--- src/rtl/mmio_io_bank.sv ---
// Memory-mapped I/O register bank between the CPU data port and the board I/O.
// Holds synchronised switches, debounced buttons with sticky W1C press events
// and a masked irq, the LED / flag / tube output registers and a cycle counter.
module mmio_io_bank #(
  parameter int unsigned N_SW    = 24,
  parameter int unsigned N_BTN   = 5,
  parameter int unsigned N_FLAG  = 4,
  parameter int unsigned DEB_CYC = 20000
) (
  input  logic              data_clk,
  input  logic              rst,
  input  logic [31:0]       addr,
  input  logic [31:0]       write_data,
  input  logic              wea,
  output logic [31:0]       read_data,
  input  logic [N_SW-1:0]   switches,
  input  logic [N_BTN-1:0]  buttons,
  output logic [15:0]       led_word,
  output logic [N_FLAG-1:0] flag_led,
  output logic [31:0]       tube_word,
  output logic              irq
);

  localparam int unsigned CW = $clog2(DEB_CYC);
  localparam logic [CW-1:0] DebMax = CW'(DEB_CYC - 1);

  // Word indices (addr[7:2])
  localparam logic [5:0] AddrSw     = 6'h01;
  localparam logic [5:0] AddrBtnLvl = 6'h02;
  localparam logic [5:0] AddrBtnEvt = 6'h03;
  localparam logic [5:0] AddrBtnMsk = 6'h04;
  localparam logic [5:0] AddrCycles = 6'h05;
  localparam int unsigned AddrFlag0 = 8;
  localparam logic [5:0] AddrTubeHi = 6'h0C;
  localparam logic [5:0] AddrTubeLo = 6'h0D;
  localparam logic [5:0] AddrLed    = 6'h0E;

  logic [5:0] word;
  logic       unused_addr;

  assign word        = addr[7:2];
  assign unused_addr = ^{addr[31:8], addr[1:0]};

  logic [N_SW-1:0]  sw_meta_q, sw_sync_q;
  logic [N_BTN-1:0] btn_meta_q, btn_sync_q;
  logic [N_BTN-1:0] btn_stable_q, btn_stable_d;
  logic [CW-1:0]    deb_cnt_q [N_BTN];
  logic [CW-1:0]    deb_cnt_d [N_BTN];
  logic [N_BTN-1:0] btn_evt_q, btn_evt_d, evt_clr;
  logic [N_BTN-1:0] btn_mask_q;
  logic [31:0]      cycles_q, cycles_d;
  logic [31:0]      flag_q [N_FLAG];
  logic [31:0]      tube_hi_q, tube_lo_q, led_q;
  logic             irq_q;

  logic wr_evt, wr_msk, wr_cyc, wr_thi, wr_tlo, wr_led;

  assign wr_evt = wea && (word == AddrBtnEvt);
  assign wr_msk = wea && (word == AddrBtnMsk);
  assign wr_cyc = wea && (word == AddrCycles);
  assign wr_thi = wea && (word == AddrTubeHi);
  assign wr_tlo = wea && (word == AddrTubeLo);
  assign wr_led = wea && (word == AddrLed);

  // 2-FF synchronisers for switches and buttons
  always_ff @(posedge data_clk or posedge rst) begin
    if (rst) begin
      sw_meta_q  <= '0;
      sw_sync_q  <= '0;
      btn_meta_q <= '0;
      btn_sync_q <= '0;
    end else begin
      sw_meta_q  <= switches;
      sw_sync_q  <= sw_meta_q;
      btn_meta_q <= buttons;
      btn_sync_q <= btn_meta_q;
    end
  end

  // Per-button debounce: a differing level must persist DEB_CYC cycles to be accepted
  always_comb begin
    btn_stable_d = btn_stable_q;
    for (int i = 0; i < int'(N_BTN); i++) begin
      deb_cnt_d[i] = '0;
      if (btn_sync_q[i] != btn_stable_q[i]) begin
        if (deb_cnt_q[i] == DebMax) begin
          btn_stable_d[i] = btn_sync_q[i];
        end else begin
          deb_cnt_d[i] = deb_cnt_q[i] + CW'(1);
        end
      end
    end
  end

  // Sticky press events: a rising stable edge beats a simultaneous W1C
  always_comb begin
    evt_clr   = wr_evt ? write_data[N_BTN-1:0] : '0;
    btn_evt_d = (btn_evt_q & ~evt_clr) | (btn_stable_d & ~btn_stable_q);
  end

  // Free-running counter; a store replaces the count for this cycle
  always_comb begin
    cycles_d = wr_cyc ? write_data : cycles_q + 32'd1;
  end

  // Debounce, event, mask, counter and irq state
  always_ff @(posedge data_clk or posedge rst) begin
    if (rst) begin
      btn_stable_q <= '0;
      btn_evt_q    <= '0;
      btn_mask_q   <= '0;
      cycles_q     <= '0;
      irq_q        <= 1'b0;
      for (int i = 0; i < int'(N_BTN); i++) deb_cnt_q[i] <= '0;
    end else begin
      btn_stable_q <= btn_stable_d;
      btn_evt_q    <= btn_evt_d;
      cycles_q     <= cycles_d;
      irq_q        <= |(btn_evt_q & btn_mask_q);
      if (wr_msk) btn_mask_q <= write_data[N_BTN-1:0];
      for (int i = 0; i < int'(N_BTN); i++) deb_cnt_q[i] <= deb_cnt_d[i];
    end
  end

  // Output-facing RW registers
  always_ff @(posedge data_clk or posedge rst) begin
    if (rst) begin
      tube_hi_q <= '0;
      tube_lo_q <= '0;
      led_q     <= '0;
      for (int i = 0; i < int'(N_FLAG); i++) flag_q[i] <= '0;
    end else begin
      if (wr_thi) tube_hi_q <= write_data;
      if (wr_tlo) tube_lo_q <= write_data;
      if (wr_led) led_q <= write_data;
      for (int i = 0; i < int'(N_FLAG); i++) begin
        if (wea && (word == 6'(AddrFlag0 + i))) flag_q[i] <= write_data;
      end
    end
  end

  // Combinational read mux; unmapped words read 0
  always_comb begin
    read_data = '0;
    case (word)
      AddrSw:     read_data = 32'(sw_sync_q);
      AddrBtnLvl: read_data = 32'(btn_stable_q);
      AddrBtnEvt: read_data = 32'(btn_evt_q);
      AddrBtnMsk: read_data = 32'(btn_mask_q);
      AddrCycles: read_data = cycles_q;
      AddrTubeHi: read_data = tube_hi_q;
      AddrTubeLo: read_data = tube_lo_q;
      AddrLed:    read_data = led_q;
      default:    read_data = '0;
    endcase
    for (int i = 0; i < int'(N_FLAG); i++) begin
      if (word == 6'(AddrFlag0 + i)) read_data = flag_q[i];
    end
  end

  // Flag LEDs light when the corresponding flag register is non-zero
  always_comb begin
    flag_led = '0;
    for (int i = 0; i < int'(N_FLAG); i++) flag_led[i] = |flag_q[i];
  end

  assign led_word  = led_q[15:0];
  assign tube_word = {tube_hi_q[15:0], tube_lo_q[15:0]};
  assign irq       = irq_q;

endmodule

--- config.mk ---
export PLATFORM = sky130hd
export DESIGN_NAME = mmio_io_bank
export DESIGN_NICKNAME = d
export VERILOG_FILES = /design/src/rtl/mmio_io_bank.sv
export SDC_FILE = /design/constraint.sdc
export NUM_CORES = 1
export LEC_CHECK = 0
export ABC_AREA = 1
export CAP_MARGIN = 20
export CORE_MARGIN = 4
export CORE_UTILIZATION = 52
export CTS_BUF_LIST = sky130_fd_sc_hd__clkbuf_16
export DETAILED_ROUTE_END_ITERATION = 7
export GPL_TIMING_DRIVEN = 0
export HOLD_SLACK_MARGIN = 0.15
export MAX_ROUTING_LAYER = met4
export PLACE_DENSITY = 0.79
export SYNTH_ARGS = -nofsm -noshare
export SYNTH_HDL_FRONTEND = slang
export SYNTH_SLANG_ARGS = --single-unit
--- constraint.sdc ---
create_clock -name data_clk -period 14.9 [get_ports data_clk]
set_input_delay 4.47 -clock data_clk [delete_from_list [all_inputs] [get_ports data_clk]]
set_output_delay 4.47 -clock data_clk [all_outputs]
set_load 0.01 [all_outputs]
; Yosys cells after proc, flatten, opt, wreduce, memory -nomap -nowiden
; Index checks and enable logic that the tools add are counted.
[word_totals]
register_bits = 405
input_bits = 96
output_inout_bits = 85
wordCells = 97
[classes]
n_addsub = 6
n_eq_ne = 22
mux = 27
n_bitwise = 6
reduce_logical = 15
[op_table]
columns = cell, count
row1 = one-hot mux 32 bit (8 select lines), 1
row2 = two-way mux 32 bit, 5
row3 = two-way mux 15 bit, 10
row4 = OR reduction 32 bit, 4
row5 = adder 15 x 1 -> 15 bit (second input constant), 5
row6 = == test 15 bit (second input constant), 5
row7 = == test 6 x 4 -> 1 bit (second input constant), 7
row8 = adder 32 x 1 -> 32 bit (second input constant), 1
row9 = AND 5 bit, 3
row10 = == test 6 x 2 -> 1 bit (second input constant), 2
row11 = == test 6 x 3 -> 1 bit (second input constant), 2
row12 = logical AND 1 bit, 10
row13 = two-way mux 1 bit, 10
row14 = inverter 5 bit, 2
row15 = == test 6 x 1 -> 1 bit (second input constant), 1
row16 = two-way mux 5 bit, 1
row17 = != test 1 bit, 5
row18 = OR 5 bit, 1
row19 = OR reduction 5 bit, 1

; Longest topological paths before layout
[depth]
depth_word = 6
ltp_mapped = 11
ltp_nobuf = 11

; Worst setup path before layout
; No wires, ideal clock.
[synth_timing]
path_kind = input to output
start = in addr[3]
end = out read_data[4]
arrival_ns = 5.509
t_required_ns = 10.430
slack_ns = 4.921
stages = 10
n_path_buf = 1
path_cell_list = inv_1 > nand2_2 > nor2_1 > buf_2 > nand3_1 > nand2_1 > nor2_1 > nand3_1 > nand2_1 > nand3_1
[synth_via]
elab_chain_cells = 6
word_cells_on_any_way = 17
classes_between = 12 x eq/ne / 5 x mux
[synth_lines]
columns = item, line
row1 = from (decl), 12  ; input logic [31:0] addr,
row2 = == test 6 x 4 -> 1 bit (tied with other cells), 145  ; case (word)
row3 = one-hot mux 32 bit (8 select lines), 145
row4 = two-way mux 32 bit (3 in series), 157  ; if (word == 6'(AddrFlag0 + i)) read_data = flag_q[i];
row5 = two-way mux 32 bit (*), 157
row6 = to (decl), 15  ; output logic [31:0] read_data,
; Mark *: on every way between the ends. The rest lies on a longest branch, timed or not.

; Final worst setup path
[layout_timing]
start = in addr[2]
end = out read_data[16]
; Same word-level chain as after synthesis.

==> results.txt <==
The layout overhead on the synthesized area came out at 18.50%. The final setup violation count came out at 0. The type of element capturing the critical path is an output pin. The longest individual stage delay on the worst path came out at ~0.75 ns. The number of inserted diodes came out at 0. For the pin with the worst max-slew slack, the measured transition is 0.9284 ns.

The width of the die is 201.1 µm. The final setup TNS is 0 ns. The clock buffer count from CTS came out at 43.

The largest driver fanout on the critical path is 10. The worst hold path stage count came out at 0. The distinct cell type count of the synthesized netlist came out at 39. The average instance in the mapped netlist occupies 8.069 µm².

The post-cts resize count is 0. Power spread over the standard cell area amounts to 116.9 nW/µm². The required time at the worst-slack endpoint came out at 10.43 ns. The sequential area share after synthesis came out at 0.5229. The number of nets in the synthesized netlist is between 2000 and 3000. The leakage power is around 11 nW. The region available for standard cell placement spans 36700 µm². Counting instances in the post-synthesis netlist gives the leading cell types as 733 x sky130_fd_sc_hd__nand2_1, 405 x sky130_fd_sc_hd__dfrtp_1, 201 x sky130_fd_sc_hd__nor2_1. The clock tree from TritonCTS is yes. The post-synthesis async set-or-reset flop share is 1.000. The total overflow reported by the global router came out at 0. The number of placed I/O pins is roughly 180. The via count of the first global-routing pass is approximately 17000. The number of standard cells after synthesis is 2402. The finished layout holds 3106 standard cells, fillers aside.

The starting density of the core is 0.5281. In this run the vertical extent of the chip is a little over 200 µm. The post-CTS setup buffer count is 0. Yosys instantiated no cell more often than sky130_fd_sc_hd__nand2_1. The half-perimeter wire length of the detailed placement result is 43940 µm. The clock net in this run drives a total of 405 sinks. In the final layout, the share of cells above drive strength 1 is 0.07923. On the final layout, the worst clock skew is 0.009709 ns. The share of the cycle needed by the critical path after routing came out at 0.8016. The critical path goes through clkdlybuf4s50_1 -> nand2_2 -> nor2_1 -> buf_2 -> nand3_1 -> nand2_1 -> nor2_1 -> nand3_1 -> nand2_1 -> nand3_1 -> clkdlybuf4s50_1. The final weighted congestion in routability-driven placement is 1.030. The count of placed standard cells including taps is 3033.

The global-route usage over all layers is 0.2942. The most repeated library cell on the critical path is sky130_fd_sc_hd__nand3_1. The first TritonRoute pass finished after 7 iterations. The clock-pin transition on the worst setup and hold timing paths came out at around 0.060 ns. The share of synthesized area in the top cell type comes to 0.5229.

Entering global routing, the biggest net connects 44 pins. The final-report max-slew violation count came to 0. The relative slew slack came out at 0.3788.

The cts-stage hold buffer count is 0. The wire length of the first global-routing pass came out at 92980 µm. The die outline area is approximately 40000 µm². The number of hold violations in the final report is 0. The flow ran to the end, and the final reports show no timing, DRC or antenna violations.

The H-tree was split into 2 levels. The number of logic stages on the critical path including buffering came out at 11. Data on the critical path arrives at its endpoint at 7.47 ns. For this run, design rule violations remaining after detail routing come to 0.

The path class of the tightest hold or removal check is reg -> reg. The number of max-cap violations came out at 0. The final routed wire length divided by cell count is 18.74 µm. The number of antenna violations at the first check in global routing came out at 0.

The area of the mapped netlist is 19380 µm². The number of synthesis warnings came out at 0. The cell taking the most area after synthesis is sky130_fd_sc_hd__dfrtp_1.

Clock tree synthesis selected as its root buffer the cell sky130_fd_sc_hd__clkbuf_16. The overall via count from detail_route came out at between 15000 and 20000. The clock tree buffer depth came out at 3. The number of synthesized register bits is 405. Among all flip-flop cells after synthesis, the most frequent one is sky130_fd_sc_hd__dfrtp_1.

The wire length after detailed routing is slightly below 60000 µm. The slowest library cell on the worst path is sky130_fd_sc_hd__nor2_1. The end-of-flow core utilization is 0.6258. At the placement stage, the worst setup path has a slack of 3.071 ns.

Setup repair after global routing left no endpoint under its margin. After detailed routing, the number of vias per cell comes to between 5 and 6. The total of buffers placed on input and output ports came out at between 150 and 200. The later pin in the worst-skew pair is clocked with a latency of 0.55 ns. The worst voltage drop across the vdd grid is 0.08732 mV. Ranked by total cell area, the synthesized netlist is headed by sky130_fd_sc_hd__dfrtp_1 52%, sky130_fd_sc_hd__nand2_1 14%, sky130_fd_sc_hd__nand3_1 4.8%, sky130_fd_sc_hd__o21ai_0 4.2%, sky130_fd_sc_hd__nor2_1 3.9%.

In this design, the largest share of critical-path delay is due to simple AND/OR/NAND/NOR gates. Based on the critical path, the design can be clocked at up to 83.72 MHz. The number of cells on the worst reg-to-reg path is 8. The routed design could run at a clock period as short as 11.94 ns. The count of antenna-violating nets left after detailed routing is 0. The number of enable-type register cells in the synthesized netlist came out at 0. The worst setup path is of the in -> out kind. The critical path contains buffers and inverters numbering 3 combined. The DRC violation total after the first TritonRoute iteration is 1633. The net count of the finished layout is approximately 2700. The final setup slack of the worst path is 2.956 ns. The worst setup path is launched from an input pin. The number of cell rows is 70.
[registers in the layout (all words and copies together), names as in the netlist]
register      flops
btn_evt_q         5
btn_mask_q        5
btn_meta_q        5
btn_stable_q      5
btn_sync_q        5
cycles_q         32
deb_cnt_q        75
flag_q          128
irq               1
led_q            32
sw_meta_q        24
sw_sync_q        24
tube_hi_q        32
tube_lo_q        32
[cell usage in the layout (no fill, tap or decap), types with 6 or more instances in the layout]
cell	n
sky130_fd_sc_hd__nand2_1	733
sky130_fd_sc_hd__nand3b_1	8
sky130_fd_sc_hd__nor2_4	8
sky130_fd_sc_hd__a21oi_1	56
sky130_fd_sc_hd__nor4_1	30
sky130_fd_sc_hd__ha_1	6
sky130_fd_sc_hd__clkinv_2	8
sky130_fd_sc_hd__nor2_1	201
sky130_fd_sc_hd__clkbuf_1	42
sky130_fd_sc_hd__nand2_2	7
sky130_fd_sc_hd__clkdlybuf4s50_1	153
sky130_fd_sc_hd__o21ai_2	15
sky130_fd_sc_hd__xor2_1	16
sky130_fd_sc_hd__buf_4	52
sky130_fd_sc_hd__nand4_1	40
sky130_fd_sc_hd__or2_2	7
sky130_fd_sc_hd__buf_12	10
sky130_fd_sc_hd__nor3_1	47
sky130_fd_sc_hd__o21ai_0	163
sky130_fd_sc_hd__clkinv_1	11
sky130_fd_sc_hd__inv_1	187
sky130_fd_sc_hd__nand3_1	186
sky130_fd_sc_hd__dfrtp_1	405
sky130_fd_sc_hd__clkbuf_16	43
sky130_fd_sc_hd__buf_2	29
sky130_fd_sc_hd__nor3b_1	14
sky130_fd_sc_hd__buf_6	7
sky130_fd_sc_hd__o21ai_1	100
sky130_fd_sc_hd__xnor2_1	21
[path summary, 6_finish.rpt]
check                                        from                 endpoint  slack [ns]
max in group asynchronous                     rst  deb_cnt_q[53]$_DFF_PP0_        9.49
setup / recovery                          addr[2]            read_data[16]        2.96
min in group asynchronous                     rst   sw_meta_q[9]$_DFF_PP0_        4.32
hold reg to reg            sw_meta_q[8]$_DFF_PP0_   sw_sync_q[8]$_DFF_PP0_        0.34
hold / removal             sw_meta_q[8]$_DFF_PP0_   sw_sync_q[8]$_DFF_PP0_        0.34
setup reg to reg            cycles_q[0]$_DFF_PP0_   cycles_q[14]$_DFF_PP0_       12.66
[worst reg2reg max path, delay by kind of cell, from the launching register on]
family	cells	cell delay, ns
adder cells (fa/ha/maj)	1	0.25
flip-flops	1	0.47
buffers and inverters	1	0.08
XOR/XNOR	1	0.19
AND/OR/NAND/NOR	4	1.09
AO/OA/AOI/OAI	1	0.08
[metrics by stage]
| step | instance area, µm² | hold WS [ns] | power, mW |
|---|---|---|---|
| 3_3_place_gp | 21500 | 0.3354 | 1.682 |
| 2_1_floorplan | 19380 | 0.3312 | 1.530 |
| 5_1_grt | 22970 | 0.3533 | 2.797 |
| 6_report | 22970 | 0.3447 | 2.684 |
| 3_5_place_dp | 21700 | 0.3358 | 1.702 |
| 4_1_cts | 22970 | 0.3480 | 2.688 |
[final cells by class]
cell class                      instances  area, µm²
Fill cell                            3126      13730
Sequential cell                       405      10130
Timing Repair Buffer                  163       1732
Clock buffer                           43       1076
Buffer                                132      780.7
Multi-Input combinational cell       1679       7766
Clock inverter                         30      187.7
Inverter                              186      703.2
Tap cell                              468      585.6
[routing by layer]
metal,GRT usage,up-vias,wire length (µm)
li1,-,8174,-
met1,0.3837,8418,23990
met2,0.4676,779,27380
met3,0.04136,173,4187
met4,0.1214,0,2664
met5,-,-,0
[report_power, final]
part | internal (mW) | switching, mW
Sequential | 1.22 | 0.106
Clock | 0.556 | 0.434
Combinational | 0.164 | 0.208
[logic make-up (layout without fill, tap and decap cells)]
family | Yosys count | count (layout) | synth area share
xor gates and xnor gates | 37 | 37 | 0.01672
adders and majority gates | 6 | 6 | 0.003873
and+or+nand+nor | 1294 | 1294 | 0.2879
buffers and inverters | 318 | 554 | 0.07637
DFF | 405 | 405 | 0.5229
AOI/OAI and AO/OA | 342 | 342 | 0.09225
Note: power is estimated with default switching activity, not from simulation.
